`config.mk`:
```
export PLATFORM = sky130hd
export DESIGN_NAME = regfile_cmd_ctrl
export DESIGN_NICKNAME = d
export VERILOG_FILES = /design/src/rtl/regfile_cmd_ctrl.sv
export SDC_FILE = /design/constraint.sdc
export NUM_CORES = 1
export LEC_CHECK = 0
export CORE_MARGIN = 2
export CORE_UTILIZATION = 46
export CTS_CLUSTER_DIAMETER = 150
export DETAILED_ROUTE_END_ITERATION = 6
export PLACE_DENSITY = 0.86
export SYNTH_ARGS = -nofsm -noshare
export SYNTH_HDL_FRONTEND = slang
export SYNTH_SLANG_ARGS = --single-unit
```
`constraint.sdc`:
```
create_clock -name clk -period 6.53 [get_ports clk]
set_input_delay 0.653 -clock clk [delete_from_list [all_inputs] [get_ports clk]]
set_output_delay 0.653 -clock clk [all_outputs]
set_load 0.1 [all_outputs]
```
`src/rtl/regfile_cmd_ctrl.sv`:
```
// regfile_cmd_ctrl
//   Command-driven initiator owning the read/write ports of the register file.
//   READ, WRITE, COPY and CLEAR commands arrive over a valid/ready handshake
//   and are sequenced into register-file port activity. READ and COPY results
//   return over a valid/ready response channel.
//
// Ports
//   clk, rst                 clock, asynchronous active-high reset
//   cmd_valid/cmd_ready      command handshake (ready only in IDLE, rst low)
//   cmd_op                   00 READ, 01 WRITE, 10 COPY, 11 CLEAR
//   cmd_ra/cmd_rb/cmd_data   command operands
//   rsp_valid/rsp_ready      response handshake
//   rsp_data1/rsp_data2      READ: mem[ra], mem[rb]; COPY: copied value, 0
//   busy                     controller is not in IDLE
//   rf_rreg1/rf_rreg2        register-file read indices
//   rf_wreg/rf_wdata         register-file write index and data
//   rf_regWrite              register-file write enable
//   rf_rdata1/rf_rdata2      combinational register-file read data
//
// Build option
//   REGCTRL_WR_COUNT_EN      adds output wr_count[15:0], a saturating count of
//                            cycles with rf_regWrite high.

module regfile_cmd_ctrl #(
    parameter int unsigned WIDTH     = 32,
    parameter int unsigned NUMOFREGS = 32,
    localparam int unsigned AW       = $clog2(NUMOFREGS)
) (
    input  logic             clk,
    input  logic             rst,
    input  logic             cmd_valid,
    output logic             cmd_ready,
    input  logic [1:0]       cmd_op,
    input  logic [AW-1:0]    cmd_ra,
    input  logic [AW-1:0]    cmd_rb,
    input  logic [WIDTH-1:0] cmd_data,
    output logic             rsp_valid,
    input  logic             rsp_ready,
    output logic [WIDTH-1:0] rsp_data1,
    output logic [WIDTH-1:0] rsp_data2,
    output logic             busy,
    output logic [AW-1:0]    rf_rreg1,
    output logic [AW-1:0]    rf_rreg2,
    output logic [AW-1:0]    rf_wreg,
    output logic [WIDTH-1:0] rf_wdata,
    output logic             rf_regWrite,
    input  logic [WIDTH-1:0] rf_rdata1,
    input  logic [WIDTH-1:0] rf_rdata2
`ifdef REGCTRL_WR_COUNT_EN
    ,
    output logic [15:0]      wr_count
`endif
);

    localparam logic [1:0] OP_READ  = 2'b00;
    localparam logic [1:0] OP_WRITE = 2'b01;
    localparam logic [1:0] OP_COPY  = 2'b10;
    localparam logic [1:0] OP_CLEAR = 2'b11;

    typedef enum logic [2:0] {
        S_IDLE,
        S_RD,
        S_CP_RD,
        S_CP_WR,
        S_WR,
        S_CLR,
        S_RESP
    } state_t;

    state_t           state_q, state_d;
    logic [AW-1:0]    ra_q, ra_d;
    logic [AW-1:0]    rb_q, rb_d;
    logic [AW-1:0]    idx_q, idx_d;
    logic             rsp_valid_d;
    logic [WIDTH-1:0] rsp_data1_d, rsp_data2_d;
    logic [AW-1:0]    rf_rreg1_d, rf_rreg2_d, rf_wreg_d;
    logic [WIDTH-1:0] rf_wdata_d;
    logic             rf_regWrite_d;
    logic [AW-1:0]    idx_inc;

    // Handshake/status derived directly from the state register.
    assign cmd_ready = (state_q == S_IDLE) && !rst;
    assign busy      = (state_q != S_IDLE);
    assign idx_inc   = idx_q + AW'(1);

    // Next-state and next-output logic. Port outputs are registered, so the
    // value presented in a state is computed on the transition into it.
    always_comb begin
        state_d       = state_q;
        ra_d          = ra_q;
        rb_d          = rb_q;
        idx_d         = idx_q;
        rsp_valid_d   = rsp_valid;
        rsp_data1_d   = rsp_data1;
        rsp_data2_d   = rsp_data2;
        rf_rreg1_d    = '0;
        rf_rreg2_d    = '0;
        rf_wreg_d     = '0;
        rf_wdata_d    = '0;
        rf_regWrite_d = 1'b0;

        case (state_q)
            S_IDLE: begin
                if (cmd_valid && cmd_ready) begin
                    ra_d = cmd_ra;
                    rb_d = cmd_rb;
                    case (cmd_op)
                        OP_READ: begin
                            state_d    = S_RD;
                            rf_rreg1_d = cmd_ra;
                            rf_rreg2_d = cmd_rb;
                        end
                        OP_WRITE: begin
                            state_d       = S_WR;
                            rf_wreg_d     = cmd_ra;
                            rf_wdata_d    = cmd_data;
                            rf_regWrite_d = (cmd_ra != '0);
                        end
                        OP_COPY: begin
                            state_d    = S_CP_RD;
                            rf_rreg1_d = cmd_rb;
                        end
                        OP_CLEAR: begin
                            // An empty range (ra > rb) still spends one cycle, with no write.
                            state_d       = S_CLR;
                            idx_d         = cmd_ra;
                            rf_wreg_d     = cmd_ra;
                            rf_regWrite_d = (cmd_ra != '0) && (cmd_ra <= cmd_rb);
                        end
                        default: state_d = S_IDLE;
                    endcase
                end
            end

            S_RD: begin
                rsp_data1_d = rf_rdata1;
                rsp_data2_d = rf_rdata2;
                rsp_valid_d = 1'b1;
                state_d     = S_RESP;
            end

            S_CP_RD: begin
                // rf_wdata doubles as the copy register for the following write cycle.
                rsp_data1_d   = rf_rdata1;
                rsp_data2_d   = '0;
                rf_wreg_d     = ra_q;
                rf_wdata_d    = rf_rdata1;
                rf_regWrite_d = (ra_q != '0);
                state_d       = S_CP_WR;
            end

            S_CP_WR: begin
                rsp_valid_d = 1'b1;
                state_d     = S_RESP;
            end

            S_WR: begin
                state_d = S_IDLE;
            end

            S_CLR: begin
                // Stop on the last row; idx stays below rb while stepping so it cannot wrap.
                if (idx_q >= rb_q) begin
                    state_d = S_IDLE;
                end else begin
                    idx_d         = idx_inc;
                    rf_wreg_d     = idx_inc;
                    rf_regWrite_d = (idx_inc != '0);
                end
            end

            S_RESP: begin
                if (rsp_ready) begin
                    rsp_valid_d = 1'b0;
                    state_d     = S_IDLE;
                end
            end

            default: begin
                state_d     = S_IDLE;
                rsp_valid_d = 1'b0;
            end
        endcase
    end

    // State and registered outputs.
    always_ff @(posedge clk or posedge rst) begin
        if (rst) begin
            state_q     <= S_IDLE;
            ra_q        <= '0;
            rb_q        <= '0;
            idx_q       <= '0;
            rsp_valid   <= 1'b0;
            rsp_data1   <= '0;
            rsp_data2   <= '0;
            rf_rreg1    <= '0;
            rf_rreg2    <= '0;
            rf_wreg     <= '0;
            rf_wdata    <= '0;
            rf_regWrite <= 1'b0;
        end else begin
            state_q     <= state_d;
            ra_q        <= ra_d;
            rb_q        <= rb_d;
            idx_q       <= idx_d;
            rsp_valid   <= rsp_valid_d;
            rsp_data1   <= rsp_data1_d;
            rsp_data2   <= rsp_data2_d;
            rf_rreg1    <= rf_rreg1_d;
            rf_rreg2    <= rf_rreg2_d;
            rf_wreg     <= rf_wreg_d;
            rf_wdata    <= rf_wdata_d;
            rf_regWrite <= rf_regWrite_d;
        end
    end

`ifdef REGCTRL_WR_COUNT_EN
    // Saturating count of write-enable cycles.
    always_ff @(posedge clk or posedge rst) begin
        if (rst) begin
            wr_count <= '0;
        end else if (rf_regWrite && (wr_count != 16'hFFFF)) begin
            wr_count <= wr_count + 16'd1;
        end
    end
`endif

endmodule
```
==> reports/metrics.yaml <==
setup_path:
  slowest_stage: "clkdlybuf4s50_1"
  crit_arrival_ps: 2600
  crit_required_ps: 5880
  reg2reg_from: "state_q[2]$_DFFE_PP0P_"
  endpoint_kind: "output pin"
  critPathMaxStageDelay_ps: 1140
  crit_start: "state_q[0]$_DFFE_PP0P_"
  cp-start-kind: "flop"
  crit_chain: "or3_1, nor2_1, clkdlybuf4s50_1"
  crit_type: "flop to output pin"
  path_max_fanout: 11
routing:
  postRouteAntennaNets: 0
  viasPerCell: 5.57
  first_pass_iters: 5
  routed_wl_um: 15800
  vias: 4378
  first_iter_violations: 438
  route.detailed.drc: 0
  avgRoutedWirePerCell_um: 20.1
grt:
  grt_usage_pct: 25.8
  grt-ovfl-total: 0
  grt_max_degree: 68
  grt_pass1_vias: 4563
  antenna_found_initial: 0
  grt_first_pass_wirelength_um: 25100
cts:
  cts_hold_buf: 0
  clock_sinks: 131
  cts-root-buf: "clkbuf_16"
  cts_max_path_buffers: 2
  cts_buffers: 17
  h-tree-depth: 4
  cts_resized: 0
  clk_latency_ps: 410
  cts_tree: "done"
  cts_setup_buffers: 0
  clkTransAtPathRegs_ps: 50
synthesis:
  synth_flop_cell: "dfrtp_1"
  synth_edf_count: 0
  syn_area_per_cell_um2: 13.2
  ys_warn_count: 0
  synthCells: 406
  synth_seq_cells: 131
  ys_types: 44
  netlist_area_um2: 5370
  async_flop_share_pct: 100
  syn_nets: 535
  yosysSeqAreaShare_pct: 61.1
sta:
  clock.fmax_ghz: 0.307
  period_needed_ps: 3260
  rsz0062_at_grt: "no"
  period_share_pct: 49.9
  finalSetupViolCount: 0
  worst_pin_slew_ps: 1040
  drv_slew: 0
  fin_tns_setup_ps: 0
  clock_skew_ps: 5.09
  slew_headroom_pct: 30.5
  hold_viol: 0
finish:
  drive_above_1_share_pct: 7.47
  diodes: 0
  multi_input_area_um2: 1870
  syn_to_final_growth_pct: 54.1
  fillers: 757
  fin_nets: 759
  layout.area.seq_um2: 3280
place:
  hpwlAfterDp_um: 10600
  place.port_buffers: 226
  gp_congestion: 0.884
hold_path:
  hp-start: "rb_q[0]$_DFFE_PP0P_"
  hold_path.class: "flop to flop"
outcome:
  status: "completed"
floorplan:
  design.die.area_um2: 12500
  io_pins: 227
  die_width_um: 112
  core_area_um2: 11400
  start_util_pct: 47.0
  rows: 39
  die_y_um: 112
job:
  maxCapViolCount: 0
## cell usage in the layout (no fill, tap or decap), types with 3 or more instances in the layout
master,n
nor2_1,13
clkdlybuf4s50_1,226
or4_1,3
clkinv_2,4
inv_1,13
clkbuf_16,17
clkbuf_8,4
a31oi_1,4
and3_1,7
nand3_1,5
a22oi_1,9
a22o_1,64
nor3b_1,3
o21ai_0,8
a21oi_1,4
buf_4,5
nand2_1,26
dfrtp_1,131
clkinvlp_4,3
mux2_1,32
ha_1,17
o21ai_1,14
## state kept, by name, summed over array words and instances (netlist names)
register and flops:
rf_rreg1 5, rsp_data2 32, rf_wdata 32, rf_regWrite 1
rb_q 5, rsp_valid 1, rf_rreg2 5, state_q 3
ra_q 5, rf_wreg 5, rsp_data1 32, idx_q 5
## worst max-delay path: cells and delay by family (launching register included)
family                 cells  cell delay [ps]
DFF                        1              510
and+or+nand+nor            2              540
buffers and inverters      1             1140
## cell usage after synthesis (2+ instances only)
| library cell | count | area (um2) |
|---|---|---|
| and2_4 | 2 | 17.5 |
| a21oi_1 | 4 | 20.0 |
| clkbuf_1 | 6 | 22.5 |
| a31oi_1 | 4 | 25.0 |
| ha_1 | 17 | 213 |
| mux2_1 | 32 | 360 |
| buf_2 | 11 | 55.1 |
| or4_1 | 3 | 22.5 |
| nor3b_1 | 3 | 22.5 |
| nand2_1 | 26 | 97.6 |
| a22oi_1 | 9 | 67.6 |
| xor2_1 | 2 | 17.5 |
| a22o_1 | 64 | 561 |
| nand2b_1 | 2 | 12.5 |
| inv_1 | 14 | 52.6 |
| o21ai_1 | 14 | 70.1 |
| o21ai_0 | 8 | 40.0 |
| and3_1 | 7 | 43.8 |
| nand3_1 | 5 | 25.0 |
| dfrtp_1 | 131 | 3280 |
| nor2_1 | 13 | 48.8 |
| buf_6 | 7 | 78.8 |
## cell type report
cell class                 instances  area share, %
multi-input combinational        235           22.6
timing repair buffer             231           27.8
clock buffer                      23           5.90
clock inverter                     9           1.24
sequential                       131           39.6
tap                              143           2.16
inverter                          14          0.666
## cell families (layout without fill, tap and decap cells)
family,after synthesis,count (layout),synth area share [%]
AO/OA/AOI/OAI,112,112,16.1
multiplexers,33,33,6.99
XOR/XNOR,3,3,0.490
flip-flops,131,131,61.1
AND/OR/NAND/NOR,70,70,7.25
adder cells (fa/ha/maj),17,17,3.96
buffers and inverters,40,277,4.10
## per-stage QoR
step                      cells  worst slack, ps  util (%)  hold WS [ps]  area, um2
after global placement      754             3490      67.3           470       7680
final                       786             3270      72.4           489       8270
after CTS                   786             3260      72.4           496       8270
after floorplan             406             2360         -           452       5370
after detailed placement    754             3490      67.3           482       7680
after global routing        786             3170      72.4           514       8270
## per-layer routing
layer	GRT usage (%)	wire [um]	part of all wire, %
met5	0	0	0
met4	10.4	472	3.0
met3	7.29	1210	7.7
met2	44.1	8050	51
met1	31.1	6060	38
## final timing paths
path | to | slack [ps] | depth (start not counted)
max in group asynchronous | rf_wdata[18]$_DFF_PP0_ | 4440 | 3
min in group asynchronous | state_q[2]$_DFFE_PP0P_ | 780 | 2
min | rb_q[0]$_DFFE_PP0P_ | 490 | 2
max | cmd_ready | 3270 | 3
min reg2reg | rb_q[0]$_DFFE_PP0P_ | 490 | 2
max reg2reg | rsp_data1[12]$_DFFE_PP0P_ | 3970 | 5
Power is not shown: default switching activity piles up to over one toggle a cycle in this logic, so the estimate is an artifact.
